<file path="config.mk">
export PLATFORM = sky130hd
export DESIGN_NAME = psum_collector
export DESIGN_NICKNAME = d
export VERILOG_FILES = /design/src/rtl/psum_collector.sv
export SDC_FILE = /design/constraint.sdc
export NUM_CORES = 1
export LEC_CHECK = 0
export CORE_MARGIN = 2
export CORE_UTILIZATION = 50
export DETAILED_ROUTE_END_ITERATION = 10
export DONT_BUFFER_PORTS = 1
export GPL_ROUTABILITY_DRIVEN = 0
export PLACE_DENSITY = 0.65
export SLEW_MARGIN = 20
export SYNTH_ARGS = -nofsm -noshare
export SYNTH_HDL_FRONTEND = slang
export SYNTH_SLANG_ARGS = --single-unit
</file>
<file path="constraint.sdc">
create_clock -name clk -period 11.5 [get_ports clk]
set_clock_uncertainty 0.1 [all_clocks]
set_input_delay 1.725 -clock clk [delete_from_list [all_inputs] [get_ports clk]]
set_output_delay 1.725 -clock clk [all_outputs]
set_load 0.02 [all_outputs]
</file>
<file path="src/rtl/psum_collector.sv">
// psum_collector: deskews per-column PE results into aligned rows (WS) or tags
// drained rows (OS), then queues complete rows in a small FIFO for the writer.
module psum_collector #(
  parameter int unsigned PE_OUT_WIDTH = 32,
  parameter int unsigned NUM_COLS     = 4,
  parameter int unsigned FIFO_DEPTH   = 4,
  parameter int unsigned ROW_W        = 8
) (
  input  logic                             clk,
  input  logic                             reset,
  input  logic                             start,
  input  logic                             mode,
  input  logic [ROW_W-1:0]                 num_rows,
  input  logic [NUM_COLS*PE_OUT_WIDTH-1:0] col_data_in,
  input  logic [NUM_COLS-1:0]              col_valid_in,
  output logic [NUM_COLS*PE_OUT_WIDTH-1:0] out_data,
  output logic [ROW_W-1:0]                 out_row_idx,
  output logic                             out_valid,
  input  logic                             out_ready,
  output logic                             busy,
  output logic                             done,
  output logic                             overflow,
  output logic                             skew_err
);

  localparam int unsigned DATA_W = NUM_COLS * PE_OUT_WIDTH;
  localparam int unsigned PTR_W  = $clog2(FIFO_DEPTH);
  localparam int unsigned CNT_W  = PTR_W + 1;
  localparam int unsigned ENT_W  = DATA_W + ROW_W;

  typedef enum logic [1:0] {S_IDLE, S_RUN, S_DRAIN, S_DONE} state_e;

  state_e             state_q, state_d;
  logic               mode_q;
  logic [ROW_W-1:0]   num_rows_q;
  logic [ROW_W-1:0]   rows_in_q;
  logic               overflow_q;
  logic               skew_err_q;
  logic [PTR_W-1:0]   wr_ptr_q, rd_ptr_q;
  logic [CNT_W-1:0]   cnt_q;
  logic [ENT_W-1:0]   mem_q [FIFO_DEPTH];

  logic               run;
  logic               ws_run;
  logic [DATA_W-1:0]  al_data;
  logic [NUM_COLS-1:0] al_valid;

  assign run    = (state_q == S_RUN);
  assign ws_run = run && !mode_q;

  // Per-column deskew: column c is delayed NUM_COLS-1-c cycles in WS, bypassed in OS
  for (genvar c = 0; c < NUM_COLS; c++) begin : g_col
    localparam int unsigned D = NUM_COLS - 1 - c;
    logic [PE_OUT_WIDTH-1:0] in_d;
    logic                    in_v;
    assign in_d = col_data_in[c*PE_OUT_WIDTH +: PE_OUT_WIDTH];
    assign in_v = col_valid_in[c];

    if (D == 0) begin : g_nodly
      assign al_valid[c]                             = run & in_v;
      assign al_data[c*PE_OUT_WIDTH +: PE_OUT_WIDTH] = run ? in_d : '0;
    end else begin : g_dly
      logic [PE_OUT_WIDTH:0] sh_q [D];

      // Shift register; flushed to zero whenever a WS job is not running
      always_ff @(posedge clk) begin
        if (reset || !ws_run) begin
          for (int k = 0; k < int'(D); k++) sh_q[k] <= '0;
        end else begin
          sh_q[0] <= {in_v, in_d};
          for (int k = 1; k < int'(D); k++) sh_q[k] <= sh_q[k-1];
        end
      end

      assign al_valid[c] = mode_q ? (run & in_v) : sh_q[D-1][PE_OUT_WIDTH];
      assign al_data[c*PE_OUT_WIDTH +: PE_OUT_WIDTH] =
        mode_q ? (run ? in_d : '0) : sh_q[D-1][PE_OUT_WIDTH-1:0];
    end
  end

  logic             row_evt, skew_hit, pop, full, push, drop;
  logic [ROW_W-1:0] row_idx;
  logic [ENT_W-1:0] head;

  // Row classification and FIFO push/pop decisions
  always_comb begin
    row_evt  = 1'b0;
    skew_hit = 1'b0;
    if (run) begin
      row_evt  = (&al_valid) && (rows_in_q != num_rows_q);
      skew_hit = (|al_valid) && !(&al_valid);
    end
    pop     = (cnt_q != '0) && out_ready;
    full    = (cnt_q == CNT_W'(FIFO_DEPTH));
    push    = row_evt && (!full || pop);
    drop    = row_evt && full && !pop;
    row_idx = mode_q ? ROW_W'(num_rows_q - rows_in_q - ROW_W'(1)) : rows_in_q;
  end

  // Next-state logic
  always_comb begin
    state_d = state_q;
    case (state_q)
      S_IDLE:  if (start) state_d = (num_rows == '0) ? S_DONE : S_RUN;
      S_RUN:   if (rows_in_q == num_rows_q) state_d = S_DRAIN;
      S_DRAIN: if (cnt_q == '0) state_d = S_DONE;
      S_DONE:  state_d = S_IDLE;
      default: state_d = S_IDLE;
    endcase
  end

  // State register
  always_ff @(posedge clk) begin
    if (reset) state_q <= S_IDLE;
    else       state_q <= state_d;
  end

  // Job context, row counter and sticky error flags
  always_ff @(posedge clk) begin
    if (reset) begin
      mode_q     <= 1'b0;
      num_rows_q <= '0;
      rows_in_q  <= '0;
      overflow_q <= 1'b0;
      skew_err_q <= 1'b0;
    end else if (state_q == S_IDLE && start) begin
      mode_q     <= mode;
      num_rows_q <= num_rows;
      rows_in_q  <= '0;
      overflow_q <= 1'b0;
      skew_err_q <= 1'b0;
    end else begin
      if (row_evt)  rows_in_q  <= rows_in_q + ROW_W'(1);
      if (drop)     overflow_q <= 1'b1;
      if (skew_hit) skew_err_q <= 1'b1;
    end
  end

  // FIFO pointers and occupancy
  always_ff @(posedge clk) begin
    if (reset) begin
      wr_ptr_q <= '0;
      rd_ptr_q <= '0;
      cnt_q    <= '0;
    end else begin
      if (push) wr_ptr_q <= wr_ptr_q + PTR_W'(1);
      if (pop)  rd_ptr_q <= rd_ptr_q + PTR_W'(1);
      case ({push, pop})
        2'b10:   cnt_q <= cnt_q + CNT_W'(1);
        2'b01:   cnt_q <= cnt_q - CNT_W'(1);
        default: cnt_q <= cnt_q;
      endcase
    end
  end

  // FIFO storage; contents are masked at the output while empty
  always_ff @(posedge clk) begin
    if (push) mem_q[wr_ptr_q] <= {row_idx, al_data};
  end

  assign head        = mem_q[rd_ptr_q];
  assign out_valid   = (cnt_q != '0);
  assign out_data    = out_valid ? head[DATA_W-1:0] : '0;
  assign out_row_idx = out_valid ? head[ENT_W-1:DATA_W] : '0;
  assign busy        = (state_q != S_IDLE);
  assign done        = (state_q == S_DONE);
  assign overflow    = overflow_q;
  assign skew_err    = skew_err_q;

endmodule

</file>
# == Word level (Yosys, flattened, before mapping) ==
# Memory sizes are Yosys's and may differ from the RTL's. A register that Yosys moved wholly into a read port is not among the register bits.
# Cells that the tools add are included.
# op_classes
n_reduce_logical,26
bitwise_logic,9
n_addsub,7
eq_ne,11
muxes,35
# op_table
cell,n
32-bit two-way mux,7
33-bit two-way mux,6
128-bit two-way mux,1
33-bit OR reduction,1
8-bit two-way mux,2
2-bit two-way mux,6
1-bit two-way mux,11
8-bit by 1-bit adder with 8-bit output (second input constant),1
8-bit == test,1
1-bit logical AND,8
8-bit zero test,1
8-bit inequality test,1
2-bit one-hot mux with 4 select lines,1
8-bit by 1-bit subtractor with 8-bit output (second input constant),1
8-bit subtractor,1
2-bit == test (second input constant),3
3-bit one-hot mux with 2 select lines,1
1-bit zero test,5
1-bit bitwise OR,5
2-bit by 1-bit adder with 2-bit output (second input constant),2
1-bit bitwise AND,4
2-bit by 1-bit == test with 1-bit output (second input constant),2
2-bit inequality test (second input constant),2
4-bit AND reduction,1
12 further kinds,14
# word_totals
register_bits,28
input_bits,145
output_inout_bits,141
n_memories,4
ramBits,742
wordCells,101
# mem_list
name,words,width,read_ports,rd_ports_with_merged_regs,wr,line_no,rtl
mem_q,4,136,1,1,1,41,logic [ENT_W-1:0] mem_q [FIFO_DEPTH];
g_col[0].g_dly.sh_q,3,33,3,0,3,63,logic [PE_OUT_WIDTH:0] sh_q [D];
g_col[1].g_dly.sh_q,2,33,2,0,2,63,
g_col[2].g_dly.sh_q,1,33,1,0,1,63,

# == Longest topological paths before layout ==
# depth
ltp_word,9
depth_mapped,12
mapped_depth_nobuf,11

# == Worst setup path before layout ==
# Ideal clock, no wire load.
# synth_timing
kind,input to register
from,input port col_valid_in[2]
to,"memory mem_q[0][0] (netlist name), enable pin"
path_buffers,0
path_slack_ns,5.336
stages,4
t_required_ns,10.889
t_arrival_ns,5.553
setup_ns,0.511
cell_sequence,and4_1 > o211ai_4 > nor3_2 > and2_1
# synth_between
elab_chain_len,8
# synth_lines
item,line_no,rtl
start: declaration,15,"input logic [NUM_COLS-1:0] col_valid_in,"
1-bit bitwise AND,75,assign al_valid[c] = mode_q ? (run & in_v) : sh_q[D-1][PE_OUT_WIDTH];
1-bit two-way mux,75,
4-bit AND reduction,90,row_evt = (&al_valid) && (rows_in_q != num_rows_q);
1-bit logical AND,90,
1-bit two-way mux,89,if (run) begin
1-bit logical AND,95,push = row_evt && (!full || pop);
1-bit two-way mux,158,"if (push) mem_q[wr_ptr_q] <= {row_idx, al_data};"
1-bit two-way mux (not written as such),158,
end: declaration,41,
# No other way between the ends.

==> metrics.txt <==
status finished, final reports clean; Synth Area in Compound Gates 4.15%; Post-synth ARST share 0%; global-route wire length before repair just under 90000 um; worst hold path cell count 1; clock latency on the worst-skew pair 0.61 ns; Post-CTS Repair Setup Buffers 0; DR DRC count 0; First-pass DRT Iterations 5; Synth cell types 52; fraction of final layout cells with drive strength greater than 1 17.2%; grt total ovfl 0; clock-pin slew on the worst setup and hold paths 0.06 ns; synth warn 0; Final Util a little under three fifths; nets@finish around 1800; PortBufs 0; die area 0.0597 sq mm; CP Class reg2out; largest net degree at the start of global routing roughly 120; HPWL Detailed 32500 um; # H-tree levels 3; cell row count 88; Initial Util 50.4%; initial antenna violation count 3; FMAX 183 MHz; Post-synth EDFFs 544; worst-margin pin slew 1.11 ns; Core ar. 0.0574 sq mm; top_reg_cell synth edfxtp_1; VDD IR max 0.139 mV; top cell type's share of synthesized area between 50 and 60%; Syn Std Cell Area approximately 0.029 sq mm; post-synthesis sequential area ratio between 70 and 80%; crit path DAT 3.63 ns; I/O Pins 286; hold_buf cts 0; setup TNS 0 ns; Relative slew margins 25.7%; vias per inst 5.57; TritonCTS clock tree done; die width 244 um; Final min period between 5 and 6 ns; top-count cell post-synth edfxtp_1; PwrDens 192 mW/mm^2; post-synthesis xor/xnor area fraction 0.455%; total track usage between 10% and 20%; worst hold margin 0.317 ns; final setup vio count 0; top post-synthesis cells by area edfxtp_1 (57%), dfxtp_1 (16%), mux4_2 (11%); Initial DRC Count ~700; DIE HEIGHT ~240 um; final count of pins violating max slew 0; critical path capture point type primary output; vias in the first global route about 15000; # clock sinks 772; cell types with the highest counts after synthesis edfxtp_1 (544), and2_1 (372), dfxtp_1 (228); routed length per placed instance 22.9 um; leakage 11.0 nW; Synth Area in Adders 0.875%; clk root buf clkbuf_16; WL final approximately 57000 um; reg-to-reg setup timing slack 7.10 ns; main combinational cell family by area after synthesis multiplexers; crit path launch type register; multiplexer share of the synthesized area approximately 11%; Worst EP required 9.68 ns; Worst Reg2Reg Path Length in Cells 8; Post-Synth Simple-Gate Area 9.64%; Final Hold Vio Count 0; Final ANT Viol Nets 0; CTS max path bufs 3; syn nets 1843; Via Count 13961; Inserted Clock Buffers 77; syn_area_per_cell 17.2 sq um; critical path peak fanout 62; Post-CTS Resized 0; Hold Path Class reg2reg; maxcap violations 0; synth-to-layout area growth 11.8%; unrepaired setup endpoints after global routing false; crit share post-route 47.4%; cell taking the most area after synthesis edfxtp_1; Gate Count Post-Synth 1679; Yosys reg bits 772
[sequential cells by signal, indices dropped and copies added (netlist names), named ones only]
signal / cells
cnt_q: 3
g_col.g_dly.sh_q: 198
mem_q: 544
mode_q: 1
num_rows_q: 8
overflow: 1
rd_ptr_q: 2
rows_in_q: 8
skew_err: 1
state_q: 2
wr_ptr_q: 2
[worst max-delay path: stages (launching register included)]
cell and delay, ns:
dfxtp_4 0.57, buf_4 0.81, buf_4 0.79, mux4_2 0.45, and2_1 0.25
[power by group]
group	leakage [nW]	internal (mW)	switching, mW
Sequential	6.97	3.09	0.0252
Combinational	2.66	0.161	0.319
Clock	1.34	1.57	1.02
Total	11.0	4.82	1.37
[metrics by stage]
stage               total power [mW]  instances  instance area [sq um]  setup slack (ns)
floorplan                       3.54       1679                  28900              5.34
global placement                3.64       2360                  29600              6.15
detailed placement              3.67       2360                  29600              6.12
CTS                             6.26       2504                  32300              5.95
global route                    6.41       2504                  32300              5.88
finish                          6.19       2505                  32300              6.05
[cell type report]
type	instances	area, sq um
multi-input combinational	788	7520
clock buffer	106	2270
inverter	17	66.3
antenna	1	2.50
tap	765	957
sequential	772	20900
timing repair buffer	18	148
fill	4389	25100
clock inverter	38	415
[routing by layer]
layer / GRT usage [%] / wire length [um]
met5: 0 / 29
met4: 6.87 / 1520
met3: 5.68 / 4260
met2: 32.0 / 28100
met1: 24.3 / 23500
[worst paths after layout]
| kind | start | endpoint |
|---|---|---|
| max | register | out_data[44] |
| min | g_col[0].g_dly.sh_q[0][45]$_SDFF_PP0_ | g_col[0].g_dly.sh_q[0][78]$_SDFF_PP0_ |
| max reg2reg | state_q[1]$_SDFFE_PP0P_ | mem_q[3][53]$_DFFE_PP_ |
| min reg2reg | g_col[0].g_dly.sh_q[0][45]$_SDFF_PP0_ | g_col[0].g_dly.sh_q[0][78]$_SDFF_PP0_ |
[logic make-up after synthesis]
logic type	Yosys count
buffers and inverters	119
adder cells (fa/ha/maj)	19
multiplexers	142
flip-flops	772
AO/OA/AOI/OAI	150
XOR/XNOR	15
AND/OR/NAND/NOR	462
[cell usage in the layout, fill, tap and decap left out, types with 13 or more instances in the layout]
cell type | synthesis | routed
a22o_1 | 96 | 96
and2_1 | 372 | 367
ha_1 | 17 | 17
clkbuf_1 | 66 | 13
clkbuf_16 | 0 | 84
dfxtp_1 | 228 | 226
nand2_1 | 26 | 26
nor2_1 | 26 | 26
a21oi_1 | 21 | 21
buf_4 | 2 | 17
clkinv_2 | 0 | 20
edfxtp_1 | 544 | 544
mux4_2 | 136 | 136
inv_1 | 16 | 16
Power figures use the tool's default switching activity.
